[config.mk]
export PLATFORM = sky130hd
export DESIGN_NAME = rocketcpu_wb_initiator
export DESIGN_NICKNAME = d
export VERILOG_FILES = /design/src/rtl/rocketcpu_wb_pkg.sv /design/src/rtl/rocketcpu_wb_timeout.sv /design/src/rtl/rocketcpu_wb_initiator.sv
export SDC_FILE = /design/constraint.sdc
export NUM_CORES = 1
export LEC_CHECK = 0
export CORE_MARGIN = 5
export CORE_UTILIZATION = 36
export CTS_CLUSTER_SIZE = 20
export DETAILED_ROUTE_END_ITERATION = 8
export GPL_TIMING_DRIVEN = 0
export HOLD_SLACK_MARGIN = 0.02
export PLACE_DENSITY = 0.71
export SYNTH_ARGS = -nofsm -noshare
export SYNTH_HDL_FRONTEND = slang
export SYNTH_SLANG_ARGS = --single-unit
[constraint.sdc]
create_clock -name i_wb_clk -period 2.5 [get_ports i_wb_clk]
set_input_delay 0.5 -clock i_wb_clk [delete_from_list [all_inputs] [get_ports i_wb_clk]]
set_output_delay 0.5 -clock i_wb_clk [all_outputs]
set_load 0.1 [all_outputs]
[src/rtl/rocketcpu_wb_pkg.sv]
// Shared types and constants for the Wishbone command initiator and its benches.
package rocketcpu_wb_pkg;

    typedef enum logic [1:0] {
        ST_IDLE = 2'd0,
        ST_BUS  = 2'd1,
        ST_RESP = 2'd2
    } wb_state_e;

    localparam int          TIMEOUT_DEFAULT  = 256;
    localparam int          CNT_W            = 16;
    localparam logic [31:0] ERR_DATA_DEFAULT = 32'hDEAD_BEEF;
    localparam logic [31:0] AUDIO_BASE       = 32'h1000_0000;

endpackage

[src/rtl/rocketcpu_wb_timeout.sv]
// Saturating 16-bit bus-cycle counter; expired flags the last permitted cycle of a Wishbone cycle.
module rocketcpu_wb_timeout
    import rocketcpu_wb_pkg::*;
#(
    parameter int TIMEOUT = TIMEOUT_DEFAULT
) (
    input  logic i_wb_clk,
    input  logic i_wb_rst_n,
    input  logic i_clear,
    input  logic i_enable,
    output logic o_expired
);

    localparam logic [CNT_W-1:0] LIMIT   = CNT_W'(TIMEOUT - 1);
    localparam logic [CNT_W-1:0] CNT_MAX = '1;

    logic [CNT_W-1:0] cnt_q;
    logic [CNT_W-1:0] cnt_d;

    always_comb begin
        cnt_d = cnt_q;
        if (i_clear) begin
            cnt_d = '0;
        end else if (i_enable && (cnt_q != CNT_MAX)) begin
            cnt_d = cnt_q + 1'b1;
        end
    end

    always_ff @(posedge i_wb_clk or negedge i_wb_rst_n) begin
        if (!i_wb_rst_n) begin
            cnt_q <= '0;
        end else begin
            cnt_q <= cnt_d;
        end
    end

    // Counter holds the index of the current BUS cycle, so LIMIT marks cycle number TIMEOUT.
    assign o_expired = (cnt_q >= LIMIT);

endmodule

[src/rtl/rocketcpu_wb_initiator.sv]
// Single-outstanding Wishbone classic initiator: valid/ready command in, valid/ready response out.
module rocketcpu_wb_initiator
    import rocketcpu_wb_pkg::*;
#(
    parameter int          TIMEOUT  = TIMEOUT_DEFAULT,
    parameter logic [31:0] ERR_DATA = ERR_DATA_DEFAULT
) (
    input  logic        i_wb_clk,
    input  logic        i_wb_rst_n,
    input  logic        i_cmd_valid,
    output logic        o_cmd_ready,
    input  logic        i_cmd_we,
    input  logic [31:0] i_cmd_adr,
    input  logic [31:0] i_cmd_dat,
    input  logic [3:0]  i_cmd_sel,
    output logic        o_rsp_valid,
    input  logic        i_rsp_ready,
    output logic [31:0] o_rsp_dat,
    output logic        o_rsp_err,
    output logic        o_wb_cyc,
    output logic        o_wb_stb,
    output logic        o_wb_we,
    output logic [31:0] o_wb_adr,
    output logic [31:0] o_wb_dat,
    output logic [3:0]  o_wb_sel,
    input  logic [31:0] i_wb_rdt,
    input  logic        i_wb_ack
);

    wb_state_e   state_q, state_d;
    logic        cyc_q, cyc_d;
    logic        cmd_ready_q, cmd_ready_d;
    logic        rsp_valid_q, rsp_valid_d;
    logic [31:0] rsp_dat_q, rsp_dat_d;
    logic        rsp_err_q, rsp_err_d;
    logic        we_q, we_d;
    logic [31:0] adr_q, adr_d;
    logic [31:0] dat_q, dat_d;
    logic [3:0]  sel_q, sel_d;

    logic        tmr_clear;
    logic        tmr_enable;
    logic        tmr_expired;

    rocketcpu_wb_timeout #(
        .TIMEOUT (TIMEOUT)
    ) u_timeout (
        .i_wb_clk   (i_wb_clk),
        .i_wb_rst_n (i_wb_rst_n),
        .i_clear    (tmr_clear),
        .i_enable   (tmr_enable),
        .o_expired  (tmr_expired)
    );

    always_comb begin
        state_d     = state_q;
        cyc_d       = cyc_q;
        cmd_ready_d = cmd_ready_q;
        rsp_valid_d = rsp_valid_q;
        rsp_dat_d   = rsp_dat_q;
        rsp_err_d   = rsp_err_q;
        we_d        = we_q;
        adr_d       = adr_q;
        dat_d       = dat_q;
        sel_d       = sel_q;
        tmr_clear   = 1'b0;
        tmr_enable  = 1'b0;

        unique case (state_q)
            ST_IDLE: begin
                if (i_cmd_valid) begin
                    we_d        = i_cmd_we;
                    adr_d       = i_cmd_adr;
                    dat_d       = i_cmd_dat;
                    sel_d       = i_cmd_sel;
                    tmr_clear   = 1'b1;
                    cyc_d       = 1'b1;
                    cmd_ready_d = 1'b0;
                    state_d     = ST_BUS;
                end
            end
            ST_BUS: begin
                tmr_enable = 1'b1;
                // Ack is checked first so a same-cycle ack beats the timeout.
                if (i_wb_ack) begin
                    rsp_dat_d   = we_q ? 32'h0 : i_wb_rdt;
                    rsp_err_d   = 1'b0;
                    cyc_d       = 1'b0;
                    rsp_valid_d = 1'b1;
                    state_d     = ST_RESP;
                end else if (tmr_expired) begin
                    rsp_dat_d   = we_q ? 32'h0 : ERR_DATA;
                    rsp_err_d   = 1'b1;
                    cyc_d       = 1'b0;
                    rsp_valid_d = 1'b1;
                    state_d     = ST_RESP;
                end
            end
            ST_RESP: begin
                if (i_rsp_ready) begin
                    rsp_valid_d = 1'b0;
                    cmd_ready_d = 1'b1;
                    state_d     = ST_IDLE;
                end
            end
            default: begin
                state_d     = ST_IDLE;
                cyc_d       = 1'b0;
                rsp_valid_d = 1'b0;
                cmd_ready_d = 1'b1;
            end
        endcase
    end

    always_ff @(posedge i_wb_clk or negedge i_wb_rst_n) begin
        if (!i_wb_rst_n) begin
            state_q     <= ST_IDLE;
            cyc_q       <= 1'b0;
            cmd_ready_q <= 1'b1;
            rsp_valid_q <= 1'b0;
            rsp_dat_q   <= '0;
            rsp_err_q   <= 1'b0;
            we_q        <= 1'b0;
            adr_q       <= '0;
            dat_q       <= '0;
            sel_q       <= '0;
        end else begin
            state_q     <= state_d;
            cyc_q       <= cyc_d;
            cmd_ready_q <= cmd_ready_d;
            rsp_valid_q <= rsp_valid_d;
            rsp_dat_q   <= rsp_dat_d;
            rsp_err_q   <= rsp_err_d;
            we_q        <= we_d;
            adr_q       <= adr_d;
            dat_q       <= dat_d;
            sel_q       <= sel_d;
        end
    end

    assign o_cmd_ready = cmd_ready_q;
    assign o_rsp_valid = rsp_valid_q;
    assign o_rsp_dat   = rsp_dat_q;
    assign o_rsp_err   = rsp_err_q;
    assign o_wb_cyc    = cyc_q;
    assign o_wb_stb    = cyc_q;
    assign o_wb_we     = we_q;
    assign o_wb_adr    = adr_q;
    assign o_wb_dat    = dat_q;
    assign o_wb_sel    = sel_q;

endmodule

* Word-level counts from Yosys, hierarchy flattened
Index checks and enable logic that the tools add are counted.
Word-level totals: register bits after elaboration 123, latch bits 0, bits in writable memories 0, ROM bits 0, output and inout bits 106, memories kept 0
Operators by class: add/sub/neg operators 1, multiply operators 0, div/mod/pow operators 0, $lt $le $gt $ge 1, equal/unequal tests 6, shifts and indexed selects 0, mux-type cells 26, bitwise operators 3, reduce and logical (&&, ||, !) cells 10
Operator list (number):
- two-way mux 32 bit | 4
- two-way mux 16 bit | 2
- adder 16 x 1 -> 16 bit, second input constant | 1
- >= comparator 16 x 8 -> 1 bit, second input constant | 1
- != test 16 bit, second input constant | 1
- two-way mux 1 bit | 12
- AND reduction 3 bit | 4
- one-hot mux 1 bit (3 select lines) | 3
- two-way mux 2 bit | 4
- one-hot mux 2 bit (3 select lines) | 1
- != test 2 bit, second input constant | 2
- AND reduction 2 bit | 2
- nonzero test 2 bit | 2
- != test 3 bit, second input constant | 1
- inverter 1 bit | 3
- == test 2 x 1 -> 1 bit, second input constant | 1
- == test 2 bit, second input constant | 1
- zero test 2 bit | 1
- logical AND 1 bit | 1

* Logic depth before layout (Yosys ltp)
depth after elaboration 5, depth in mapped cells 7

* Cells and area by module
A second synthesis with hierarchy kept.
Unflattened totals: cells, all modules 414, area, all modules 5589.1 um^2
Modules (own cells, without submodules):
- rocketcpu_wb_initiator | times used 1, cells an instance 319, area each 4670.7 um^2, seq. area each 2678.8 um^2
- rocketcpu_wb_timeout | times used 1, cells an instance 95, area each 918.4 um^2, seq. area each 400.4 um^2

* Worst setup path before layout
Ideal clock, no wire load.
kind reg-to-reg, from register we_q (netlist: o_wb_we), to register rsp_dat_q[10] (netlist: o_rsp_dat[10]), setup time 0.126 ns, data arrival time 1.795 ns, data required time 2.374 ns, setup slack 0.579 ns, stages on the path, launching flop included 5, path through dfrtp_1 > clkbuf_1 > clkbuf_1 > a21oi_1 > mux2_4
On the way: word-level cells in the longest chain between the ends 3
Ends and longest elaborated chain:
- start, declared | RTL line rocketcpu_wb_initiator.sv:36 | logic we_q, we_d;
- start signal, assigned | RTL line rocketcpu_wb_initiator.sv:134 | we_q <= we_d;
- two-way mux 32 bit | RTL line rocketcpu_wb_initiator.sv:92 | rsp_dat_d = we_q ? 32'h0 : ERR_DATA;
- two-way mux 32 bit | RTL line rocketcpu_wb_initiator.sv:91 | end else if (tmr_expired) begin
- two-way mux 32 bit * | RTL line rocketcpu_wb_initiator.sv:85 | if (i_wb_ack) begin
- end signal, assigned | RTL line rocketcpu_wb_initiator.sv:132 | rsp_dat_q <= rsp_dat_d;
- end, declared | RTL line rocketcpu_wb_initiator.sv:34 | logic [31:0] rsp_dat_q, rsp_dat_d;
Mark *: on every way between the ends. The rest lies on a longest branch, timed or not. The select of a mux whose other input is x is not followed. A chain may end at the register's enable or synchronous reset.

* Worst setup path in the final report
from register rsp_dat_q[18] (netlist: o_rsp_dat[18]), to output port o_rsp_dat[18]
RTL lines:
- end, declared | RTL line rocketcpu_wb_initiator.sv:18 | output logic [31:0] o_rsp_dat,
No word-level cell between the ends.

==> impl_metrics.ini <==
[global_route]
use_met1_pct = 20.7
grt_max_degree = 76
grt_pass1_vias = 4935
top_usage_layer = met2
grt.met2_usage_pct = 28.6
overflow = 0
antenna_found_initial = 0
gr-usage-all-layers_pct = 17.6
grt_first_pass_wirelength_um = 25200
use_met3_pct = 8.14

[timing]
worstMarginPinSlew_ps = 1020
period_share_pct = 97.3
slew_viol_final = 0
skew_ps = 5.59
hold_viol_final = 0
rsz0062_at_grt = no
period_minus_slack_ps = 2430
setup_viol = 0
slew_headroom_pct = 31.5
max_freq_ghz = 0.411

[clocking]
post_cts_buffers = 0
clk_latency_ps = 410
clock_sinks = 123
clockBufferDepth = 2
cts_hold_buf = 0
numCtsBuffers = 17
cts_root_buffer = clkbuf_16
tritoncts = built
cts_max_level = 4
cts_repair_resize_count = 3
clkTransAtPathRegs_ps = 50

[setup_path]
rrSetupSlack_ps = 190
crit_buf_inv = 1
crit_fanout = 2
r2r-start = u_timeout.cnt_q[0]$_DFFE_PN0P_
crit_path_top_delay_cell = clkdlybuf4s50_1
r2r_cells = 7
cp.required_ps = 2000
cpLargestDelayFamily = buffers and inverters
crit_chain = clkdlybuf4s50_1
crit_path_end_kind = output port
critical_path_class = flip-flop to output port
rr_endpoint = u_timeout.cnt_q[1]$_DFFE_PN0P_
worstPathArrival_ps = 1930
slowest_delay_ps = 1170
startpoint_type = flip-flop

[layout]
layout-drive-gt1-share_pct = 8.41
syn2layout_area_growth_pct = 55.0
final_nets = 892
fin_cells = 981
antenna_cells = 0

[place]
dpl.cell_count = 950
place.detailed.hpwl_um = 11100
io_buffers = 210
place.gp.congestion = 0.900

[logic_synthesis]
yosysWarningCount = 0
synth_nets = 662
synthCells = 555
ys_types = 39
yosysSeqAreaShare_pct = 57.9
ys_ff_latch = 123
syn_area_mm2 = 0.00532
synth.avg_cell_area_um2 = 9.58

[routing]
drt-vias-per-instance = 4.72
drt_wl_total_um = 14900
drt_iter0_drc = 213
drc = 0
drtAntennaViolNets = 0
dr.pass1.iters = 4
vias = 4635
wire_per_inst_um = 15.2

[job]
maxCapViolCount = 0

[floorplan]
row_count = 44
dieArea_mm2 = 0.0173
start_util_pct = 36.6
core_region_area_mm2 = 0.0145
die_w_um = 132
fp.dieH_um = 132
ios = 212

[run_status]
status = finished, final reports clean

[worst_hold_path]
min_path_type = primary input to asynchronous set/reset pin
worst max path at each step:
stage,start,endpoint,slack (ps),cells after the start
2_1_floorplan,o_wb_we$_DFFE_PN0P_,o_rsp_dat[10]$_DFFE_PN0P_,580,4
3_5_place_dp,i_cmd_valid,state_q[0]$_DFFE_PN0P_,-170,7
4_1_cts,o_wb_sel[3]$_DFFE_PN0P_,o_wb_sel[3],30,1
5_1_grt,o_wb_dat[1]$_DFFE_PN0P_,o_wb_dat[1],5,1
3_3_place_gp,i_wb_rst_n,o_wb_adr[11]$_DFFE_PN0P_,-3830,1
6_report,o_rsp_dat[18]$_DFFE_PN0P_,o_rsp_dat[18],70,1
stage by stage:
step / util [%] / area [um^2] / setup slack (ps) / TNS, ps / hold slack (ps)
after detailed placement: 52.8 / 7680 / -172 / -3440 / 461
after global routing: 56.7 / 8250 / 5.04 / 0 / 52.8
after global placement: 52.6 / 7650 / -3830 / -472740 / 458
after CTS: 56.7 / 8250 / 27.6 / 0 / 34.1
after floorplan: - / 5320 / 579 / 0 / 204
final: 56.7 / 8250 / 67.0 / 0 / 31.0
cells in the mapped netlist, drive strengths merged:
cell / count / area [um^2]
or3: 5 / 31.3
nand3: 7 / 35.0
nor2: 7 / 26.3
mux2: 24 / 342
ha: 1 / 12.5
o41ai: 1 / 16.3
o31a: 3 / 26.3
o21a: 4 / 30.0
mux2i: 11 / 110
clkbuf: 25 / 93.8
inv: 36 / 135
dfstp: 1 / 26.3
or4: 5 / 41.3
a21oi: 32 / 171
nand4: 4 / 25.0
a21o: 1 / 7.51
o211ai: 3 / 22.5
and3: 2 / 12.5
nor4: 4 / 40.0
and4: 1 / 8.76
buf: 8 / 53.8
dfrtp: 122 / 3050
o21ai: 6 / 30.0
or2: 1 / 6.26
o32ai: 1 / 8.76
nand2: 224 / 841
nor2b: 4 / 25.0
nand2b: 3 / 18.8
xor2: 1 / 8.76
and2: 1 / 6.26
o22a: 1 / 8.76
o31ai: 6 / 45.0
cell type report:
cell class	count	area (um^2)
buffer	33	148
clock buffer	23	478
clock inverter	8	92.6
fill	1306	6290
inverter	36	135
multi-input combinational	363	1960
sequential	123	3080
tap	184	230
timing repair buffer	211	2130
metal layers:
layer  part of all wire (%)  up-vias
li1                       -     2241
met1                     41     2181
met2                     48      187
met3                     10       26
met4                    1.6        0
met5                      0        -
layout by cell type (no fill, tap or decap), drive strengths merged, types with 6 or more instances in the layout:
cell type      instances
mux2i                 11
mux2                  24
nand2                224
o21ai                  6
clkdlybuf4s50        206
buf                   10
o31ai                  6
nor2                   7
clkbuf                48
nand3                  7
dfrtp                122
inv                   36
a21oi                 32
kinds of logic (layout without fill, tap and decap cells):
kind of cell	after synthesis	count (layout)	share of synthesized area (%)
simple gates	268	268	21.0
flops	123	123	57.9
buf+inv	69	311	5.32
compound gates	58	58	6.89
mux	35	35	8.49
fa+ha+maj	1	1	0.235
xor+xnor	1	1	0.165
flip-flops by register name, indices dropped and copies added, names as in the netlist:
signal	flops
state_q	2
u_timeout.cnt_q	16
o_rsp_dat	32
o_rsp_err	1
o_cmd_ready	1
o_rsp_valid	1
o_wb_sel	4
o_wb_we	1
o_wb_adr	32
o_wb_dat	32
o_wb_cyc	1
Power is left out: the tool's default activity adds up to more than one toggle a clock period on the data nets, which glitch-free logic cannot reach.
